## src/rtl/riscv_dec_pkg.sv

```systemverilog
// Shared RISC-V decode definitions: opcode constants, instruction-type codes,
// immediate formats and control-word field positions.
package riscv_dec_pkg;

    localparam logic [6:0] OPC_LOAD   = 7'b0000011;
    localparam logic [6:0] OPC_IMM    = 7'b0010011;
    localparam logic [6:0] OPC_STORE  = 7'b0100011;
    localparam logic [6:0] OPC_REG    = 7'b0110011;
    localparam logic [6:0] OPC_LUI    = 7'b0110111;
    localparam logic [6:0] OPC_AUIPC  = 7'b0010111;
    localparam logic [6:0] OPC_BRANCH = 7'b1100011;
    localparam logic [6:0] OPC_JALR   = 7'b1100111;
    localparam logic [6:0] OPC_JAL    = 7'b1101111;

    typedef enum logic [3:0] {
        IT_LOAD    = 4'd0,
        IT_IMM     = 4'd1,
        IT_STORE   = 4'd2,
        IT_REG     = 4'd3,
        IT_LUI     = 4'd4,
        IT_AUIPC   = 4'd5,
        IT_BRANCH  = 4'd6,
        IT_JALR    = 4'd7,
        IT_JAL     = 4'd8,
        IT_ILLEGAL = 4'hF
    } inst_type_e;

    typedef enum logic [2:0] {
        IMM_NONE,
        IMM_I,
        IMM_S,
        IMM_B,
        IMM_U,
        IMM_J
    } imm_fmt_e;

    // Control word layout
    localparam int CW_W        = 23;
    localparam int CW_TYPE_LSB = 0;   // [3:0]   instType
    localparam int CW_FUN3_LSB = 4;   // [6:4]   fun3
    localparam int CW_FUN7_BIT = 7;   // [7]     inst[30]
    localparam int CW_RD_LSB   = 8;   // [12:8]  rd
    localparam int CW_RS1_LSB  = 13;  // [17:13] rs1
    localparam int CW_RS2_LSB  = 18;  // [22:18] rs2

endpackage

```

## src/rtl/decode_core.sv

```systemverilog
// Purely combinational RISC-V instruction decoder.
// Ports:
//   i_inst    - raw 32-bit instruction word
//   o_cword   - packed control word (type, fun3, fun7, rd, rs1, rs2)
//   o_imm     - immediate, sign-extended from inst[31] to XLEN
//   o_illegal - opcode not recognised or inst[1:0] != 2'b11
module decode_core
    import riscv_dec_pkg::*;
#(
    parameter int XLEN = 32
) (
    input  logic [31:0]      i_inst,
    output logic [CW_W-1:0]  o_cword,
    output logic [XLEN-1:0]  o_imm,
    output logic             o_illegal
);

    inst_type_e  w_type;
    imm_fmt_e    w_fmt;
    logic [31:0] w_imm32;

    always_comb begin
        w_type = IT_ILLEGAL;
        w_fmt  = IMM_NONE;
        if (i_inst[1:0] == 2'b11) begin
            case (i_inst[6:0])
                OPC_LOAD:   begin w_type = IT_LOAD;   w_fmt = IMM_I; end
                OPC_IMM:    begin w_type = IT_IMM;    w_fmt = IMM_I; end
                OPC_STORE:  begin w_type = IT_STORE;  w_fmt = IMM_S; end
                OPC_REG:    begin w_type = IT_REG;    w_fmt = IMM_NONE; end
                OPC_LUI:    begin w_type = IT_LUI;    w_fmt = IMM_U; end
                OPC_AUIPC:  begin w_type = IT_AUIPC;  w_fmt = IMM_U; end
                OPC_BRANCH: begin w_type = IT_BRANCH; w_fmt = IMM_B; end
                OPC_JALR:   begin w_type = IT_JALR;   w_fmt = IMM_I; end
                OPC_JAL:    begin w_type = IT_JAL;    w_fmt = IMM_J; end
                default:    begin w_type = IT_ILLEGAL; w_fmt = IMM_NONE; end
            endcase
        end
    end

    // 32-bit immediate first; widened to XLEN by a signed cast below.
    always_comb begin
        case (w_fmt)
            IMM_I:   w_imm32 = {{20{i_inst[31]}}, i_inst[31:20]};
            IMM_S:   w_imm32 = {{20{i_inst[31]}}, i_inst[31:25], i_inst[11:7]};
            IMM_B:   w_imm32 = {{19{i_inst[31]}}, i_inst[31], i_inst[7],
                                i_inst[30:25], i_inst[11:8], 1'b0};
            IMM_U:   w_imm32 = {i_inst[31:12], 12'b0};
            IMM_J:   w_imm32 = {{11{i_inst[31]}}, i_inst[31], i_inst[19:12],
                                i_inst[20], i_inst[30:21], 1'b0};
            default: w_imm32 = '0;
        endcase
    end

    always_comb begin
        o_cword                          = '0;
        o_cword[CW_TYPE_LSB +: 4]        = w_type;
        o_cword[CW_FUN3_LSB +: 3]        = i_inst[14:12];
        o_cword[CW_FUN7_BIT]             = i_inst[30];
        o_cword[CW_RD_LSB   +: 5]        = i_inst[11:7];
        o_cword[CW_RS1_LSB  +: 5]        = i_inst[19:15];
        o_cword[CW_RS2_LSB  +: 5]        = i_inst[24:20];
        o_imm                            = XLEN'($signed(w_imm32));
        o_illegal                        = (w_type == IT_ILLEGAL);
    end

endmodule

```

## src/rtl/decode_stage.sv

```systemverilog
// Pipeline decode stage: valid/ready buffering around decode_core.
// Ports:
//   clk, rst         - clock (rising edge), async active-high reset
//   flush            - discard held and incoming instructions
//   in_valid/in_ready, in_inst, in_pc     - upstream handshake and payload
//   out_valid/out_ready                   - downstream handshake
//   out_cword, out_imm, out_pc, out_illegal - registered decoded entry
// SKID=1 adds a second entry so in_ready can be a pure register output;
// SKID=0 uses a single output register with a combinational in_ready.
module decode_stage
    import riscv_dec_pkg::*;
#(
    parameter int XLEN = 32,
    parameter int SKID = 1
) (
    input  logic             clk,
    input  logic             rst,
    input  logic             flush,
    input  logic             in_valid,
    output logic             in_ready,
    input  logic [31:0]      in_inst,
    input  logic [XLEN-1:0]  in_pc,
    output logic             out_valid,
    input  logic             out_ready,
    output logic [CW_W-1:0]  out_cword,
    output logic [XLEN-1:0]  out_imm,
    output logic [XLEN-1:0]  out_pc,
    output logic             out_illegal
);

    typedef struct packed {
        logic [CW_W-1:0] cword;
        logic [XLEN-1:0] imm;
        logic [XLEN-1:0] pc;
        logic            illegal;
    } entry_t;

    entry_t r_out;
    entry_t r_skid;
    logic   r_out_valid;
    logic   r_skid_valid;

    entry_t w_dec;
    logic   w_in_xfer;
    logic   w_out_free;

    decode_core #(
        .XLEN (XLEN)
    ) u_core (
        .i_inst    (in_inst),
        .o_cword   (w_dec.cword),
        .o_imm     (w_dec.imm),
        .o_illegal (w_dec.illegal)
    );

    assign w_dec.pc   = in_pc;
    assign w_in_xfer  = in_valid && in_ready;
    // Output slot can take a new entry this edge
    assign w_out_free = !r_out_valid || out_ready;

    assign in_ready   = (SKID != 0) ? !r_skid_valid : w_out_free;

    always_ff @(posedge clk or posedge rst) begin
        if (rst) begin
            r_out        <= '0;
            r_skid       <= '0;
            r_out_valid  <= 1'b0;
            r_skid_valid <= 1'b0;
        end else if (flush) begin
            r_out_valid  <= 1'b0;
            r_skid_valid <= 1'b0;
        end else if (w_out_free) begin
            // Skid entry is older than anything arriving, so it drains first;
            // in_ready is low while it is held, so no input collides with it.
            if (r_skid_valid) begin
                r_out        <= r_skid;
                r_out_valid  <= 1'b1;
                r_skid_valid <= 1'b0;
            end else begin
                r_out_valid <= w_in_xfer;
                if (w_in_xfer) begin
                    r_out <= w_dec;
                end
            end
        end else if (w_in_xfer && (SKID != 0)) begin
            r_skid       <= w_dec;
            r_skid_valid <= 1'b1;
        end
    end

    assign out_valid   = r_out_valid;
    assign out_cword   = r_out.cword;
    assign out_imm     = r_out.imm;
    assign out_pc      = r_out.pc;
    assign out_illegal = r_out.illegal;

endmodule

```

## config.mk

```make
export PLATFORM = sky130hd
export DESIGN_NAME = decode_stage
export DESIGN_NICKNAME = d
export VERILOG_FILES = /design/src/rtl/riscv_dec_pkg.sv /design/src/rtl/decode_core.sv /design/src/rtl/decode_stage.sv
export SDC_FILE = /design/constraint.sdc
export NUM_CORES = 1
export LEC_CHECK = 0
export BUFFER_PORTS_ARGS = -buffer_cell sky130_fd_sc_hd__buf_2
export CELL_PAD_IN_SITES_DETAIL_PLACEMENT = 0
export CELL_PAD_IN_SITES_GLOBAL_PLACEMENT = 1
export CORE_AREA = 2 2 148 150
export DETAILED_ROUTE_END_ITERATION = 10
export DIE_AREA = 0 0 150 152
export GPL_TIMING_DRIVEN = 0
export PLACE_DENSITY = 0.76
export RECOVER_POWER = 100
export SYNTH_ARGS = -nofsm -noshare
export SYNTH_HDL_FRONTEND = slang
export SYNTH_SLANG_ARGS = --single-unit
```

## constraint.sdc

```tcl
create_clock -name clk -period 5.1 [get_ports clk]
set_clock_uncertainty 0.1 [all_clocks]
set_input_delay 0.255 -clock clk [delete_from_list [all_inputs] [get_ports clk]]
set_output_delay 0.255 -clock clk [all_outputs]
set_load 0.05 [all_outputs]
```

# After elaboration in Yosys (flattened, before gate mapping)
# Index checks and enable logic that the tools add are counted.
# op_classes
eq_ne	16
muxes	13
bitwise_logic	2
n_reduce_logical	11
# ops
operator	n
$mux 88	2
$pmux 32 s5	1
$pmux 4 s9	1
$eq 7x6->1 const B	3
$eq 7x7->1 const B	3
$pmux 3 s5	1
$eq 7x5->1 const B	2
$eq 7x2->1 const B	1
$eq 3x2->1 const B	2
$eq 3x3->1 const B	2
$mux 1	6
$reduce_and 3->1	2
$eq 4x4->1 const B	1
$mux 4	1
$reduce_bool 2->1	2
$eq 3x1->1 const B	1
$mux 3	1
$reduce_bool 3->1	1
$reduce_or 3->1	1
$eq 2x2->1 const B	1
$logic_not 1->1	2
$not 1->1	2
$reduce_or 2->1	1
$logic_and 1x1->1	1
$logic_or 1x1->1	1
# totals
regBits	178
inputBits	69
output_inout_bits	90

# Longest topological paths before layout
# logic_depth
ltp_word	8
mapped_depth	8
mapped_depth_nobuf	5

# Modules after synthesis
# From an unflattened synthesis, not the netlist that was laid out.
# unflattened
cells_unflattened	588
hier_area_um2	8418.1
# modules_own_cells
mod	instances	cells_each	area_per_inst_um2	seq_area_each_um2
decode_stage	1	480	7661.1	4454.3
decode_core	1	108	757.0	0.0

# Worst setup path before layout
# No wires, ideal clock.
# synth_path
path_type	register to register
start	register r_out_valid, in the netlist out_valid
end	register r_out (netlist bit out_imm[12])
setup_ns	0.136
arrival_ns	1.869
t_required_ns	4.864
slack_ns	2.996
path_stages_with_launch	8
n_path_buf	2
synth_period_minus_slack_ns	2.104
cell_sequence	dfrtp_1 nor2b_1 or3_4 buf_6 buf_2 or3_1 o21ai_0 a21oi_1
# synth_between
elab_chain_len	3
# synth_rtl
element	line_no	rtl
start, declared	decode_stage.sv:40	logic r_out_valid;
start signal, assigned	decode_stage.sv:80	r_out_valid <= w_in_xfer;
$logic_not 1->1	decode_stage.sv:59	assign w_out_free = !r_out_valid || out_ready;
$logic_or 1x1->1	decode_stage.sv:59	
$reduce_and 3->1 (no source line)	n/a	
end signal, assigned	decode_stage.sv:76	r_out <= r_skid;
end signal, assigned	decode_stage.sv:82	r_out <= w_dec;
end, declared	decode_stage.sv:38	entry_t r_out;
# No other way between the ends.
# A chain may end at the register's enable or synchronous reset.

==> qor.yml <==
setup.worst_path.start: "rst"
port-buffer-count: 155
clk_latency_ns: 0.43
detailedRoute.firstIterationViolations: 247
netlist-cell-type-count: 45
clkSlewWorstSetupHoldPaths_ns: 0.07
rsz0062_at_grt: "false"
crit_required_ns: 5.15
layout.filler_cells: 2160
crit_arrival_ns: 3.35
crit_path_end: "out_imm[6]"
final_net_count: 1114
power.net_switching_mw: 1.41
cts-root-buf: "sky130_fd_sc_hd__clkbuf_16"
ff2ff_setup_slack_ns: 1.89
tritoncts_clock_tree: "done"
power_per_cell_area_nw_per_um2: 414
timing.hold.worst.class: "input port to flip-flop"
ant_nets: 0
failed_checks: "max-capacitance violations, max-slew violations"
grt.total_usage_pct: 20.0
finish.utilization_pct: 46.3
power.ir.vdd_worst_uv: 179
worst_pin_slew_ns: 1.97
timing.critical_path.fanout_max: 34
grt_pass1_wl_mm: 35.7
grt.overflow.total: 0
rows: 54
dpl.hpwl_mm: 15.9
routabilityCongestion: 0.840
power.internal_mw: 2.67
clock_share_of_power_pct: 33.1
grt_antenna_before_repair: 0
rr_worst_depth: 6
criticalPathCategory: "input port to asynchronous set/reset pin"
power_mw: 4.08
finalMaxSlewViolations: 66
drt_pre_antenna_iters: 5
max_slew_headroom_at_the_worst_pin_pct: -31.6
detail_route.vias_per_cell: 4.86
synth_seq_area_share_pct: 58.0
seqPwrFrac_pct: 44.0
flow.area_growth_from_synthesis_pct: 28.5
synthesis.area_per_instance_um2: 9.44
synth.ff_latch_count: 178
yosys_warnings: 0
cts-htree-levels: 4
grt_start_max_net_pins: 42
worst_reg2reg_path_endpoint: "out_imm[13]"
relative_contribution_of_combinational_cells_to_total_power_pct: 22.9
run_status: "complete, but fails checks"
io_pins: 159
synth_cells: 814
die-area_um2: 22800
report.final.hold_viol_count: 0
post_route_cells_drive_above_1_share_pct: 10.7
maxCapViolCount: 2
number_of_buffers_inserted_to_repair_setup_after_cts: 0
cp-start-kind: "input port"
tritoncts.num_buffers: 17
critPathCaptureType: "asynchronous set/reset pin"
number_of_global_route_vias_before_repair: 6568
cts_resized: 0
fmax_mhz: 303
core_region_area_um2: 21400
swShare_pct: 34.6
timing.final.crit_period_ns: 3.30
cts.path.max_buffers: 2
floorplan.die.width_um: 150
initial_core_util_pct: 36.0
syn-num-nets: 883
tritoncts_num_sinks: 178
leakage_nw: 4.40
syn-cell-area_um2: 7690
routedWlPerCell_um: 16.8
setup_viol: 0
reg2reg_from: "r_skid_valid"
final.setup.tns_ns: 0
finalCritPeriodShare_pct: 64.7
die_y_um: 152
drc_errors: 0
detailroute.via_count: 6513
route.final.wire_length_mm: 22.5
==> how the worst min path moves through the flow <==
stage                      from         end  slack, ns  depth (start not counted)
floorplan                 flush   out_valid       0.22                          1
global placement     r_skid[33]  r_skid[33]       0.35                          2
detailed placement          rst  r_skid[22]       0.35                          2
CTS                 in_inst[20]  r_skid[83]     0.0004                          3
global route        in_inst[28]  r_skid[41]      0.005                          2
finish              in_inst[20]  r_skid[83]       0.01                          3
==> power groups by stage <==
stage | registers (mW) | logic, mW | clock network, mW
final | 1.80 | 0.933 | 1.35
after detailed placement | 1.82 | 0.944 | 0
after global placement | 1.81 | 0.926 | 0
after CTS | 1.79 | 0.981 | 1.38
after floorplan | 2.19 | 0.294 | 0
after global routing | 1.83 | 1.02 | 1.45
==> layout make-up <==
cell class	instances	area [um2]	share of cell area [%]
well taps	280	350	3.55
inverters	6	23.8	0.241
flip-flops and latches	178	4450	45.1
repair buffers	212	1260	12.7
plain buffers	55	214	2.17
clock buffers	17	425	4.31
diodes	2	5.00	0.0507
multi-input cells	575	2970	30.0
clock inverters	15	180	1.82
==> per-layer routing <==
| layer | track usage (%) | part of all wire (%) | vias up |
|---|---|---|---|
| li1 | - | - | 3214 |
| met1 | 27.5 | 47 | 3126 |
| met2 | 32.7 | 47 | 148 |
| met3 | 3.51 | 4.6 | 25 |
| met4 | 5.35 | 1.3 | 0 |
| met5 | 0 | 0 | - |
==> kinds of logic after synthesis <==
| family | synth area share [%] |
|---|---|
| AND/OR/NAND/NOR | 18.7 |
| flip-flops | 58.0 |
| AO/OA/AOI/OAI | 13.0 |
| buffers and inverters | 3.37 |
| multiplexers | 7.05 |
==> cells in the final DEF, fill, tap and decap left out, types with 5 or more instances in the layout <==
cell type	netlist	routed
sky130_fd_sc_hd__inv_6	0	5
sky130_fd_sc_hd__nor2_1	49	50
sky130_fd_sc_hd__a221oi_1	6	6
sky130_fd_sc_hd__mux2i_1	53	53
sky130_fd_sc_hd__a22o_1	6	6
sky130_fd_sc_hd__buf_2	15	71
sky130_fd_sc_hd__nand2_1	247	247
sky130_fd_sc_hd__o21ai_0	86	86
sky130_fd_sc_hd__nand3_1	5	5
sky130_fd_sc_hd__or3_1	21	22
sky130_fd_sc_hd__clkbuf_1	34	137
sky130_fd_sc_hd__clkbuf_16	0	17
sky130_fd_sc_hd__dlygate4sd3_1	0	53
sky130_fd_sc_hd__a21oi_1	49	49
sky130_fd_sc_hd__dfrtp_1	178	178
sky130_fd_sc_hd__inv_1	6	5
==> Yosys cell counts (all sizes together) <==
cell	instances	area share, %
mux2	1	0.15
nand4	1	0.081
o22ai	4	0.33
nor3	5	0.39
a21oi	50	3.4
o21a	1	0.098
nand4b	1	0.11
buf	21	1.4
nand2b	4	0.33
or2	1	0.081
nor2	50	2.5
nand3	5	0.33
or3	22	1.9
a31oi	1	0.081
nand2	247	12
or4	1	0.15
a311oi	1	0.11
o211ai	3	0.29
a22o	6	0.68
mux2i	53	6.9
dfrtp	178	58
a221o	2	0.26
and3	4	0.33
a21o	2	0.20
a22oi	4	0.39
a211oi	2	0.20
a32oi	1	0.11
o211a	1	0.13
clkbuf	34	1.7
o21ai	90	5.9
inv	6	0.29
nor4	2	0.24
a221oi	6	0.68
and2	1	0.081
a32o	1	0.13
nor2b	2	0.16
==> flip-flops by register name, summed over array words and instances (netlist names) <==
register / cells
out_cword: 23
r_skid: 88
out_pc: 32
out_illegal: 1
out_valid: 1
r_skid_valid: 1
out_imm: 32
==> critical path, stage by stage <==
cell                            delay [ns]
sky130_fd_sc_hd__dlygate4sd3_1        0.54
sky130_fd_sc_hd__buf_2                0.12
sky130_fd_sc_hd__clkinvlp_2           0.91
sky130_fd_sc_hd__clkbuf_1             1.48
==> what timing repair did <==
| item | 4_1_cts | 5_1_grt |
|---|---|---|
| endpoints found under the setup margin | 0 | 0 |
| hold buffers | 53 | 0 |
| hold endpoints to repair | 87 | 0 |
==> per-stage QoR <==
step,hold WS [ns],area (um2),setup WS [ns],std cells
floorplan,0.218,7690,2.46,814
global placement,0.352,8820,1.21,1249
detailed placement,0.351,8900,2.37,1253
CTS,0.000449,10000,2.35,1338
global route,0.00472,9870,1.14,1338
finish,0.0145,9880,1.80,1340
Power figures use the tool's default switching activity.
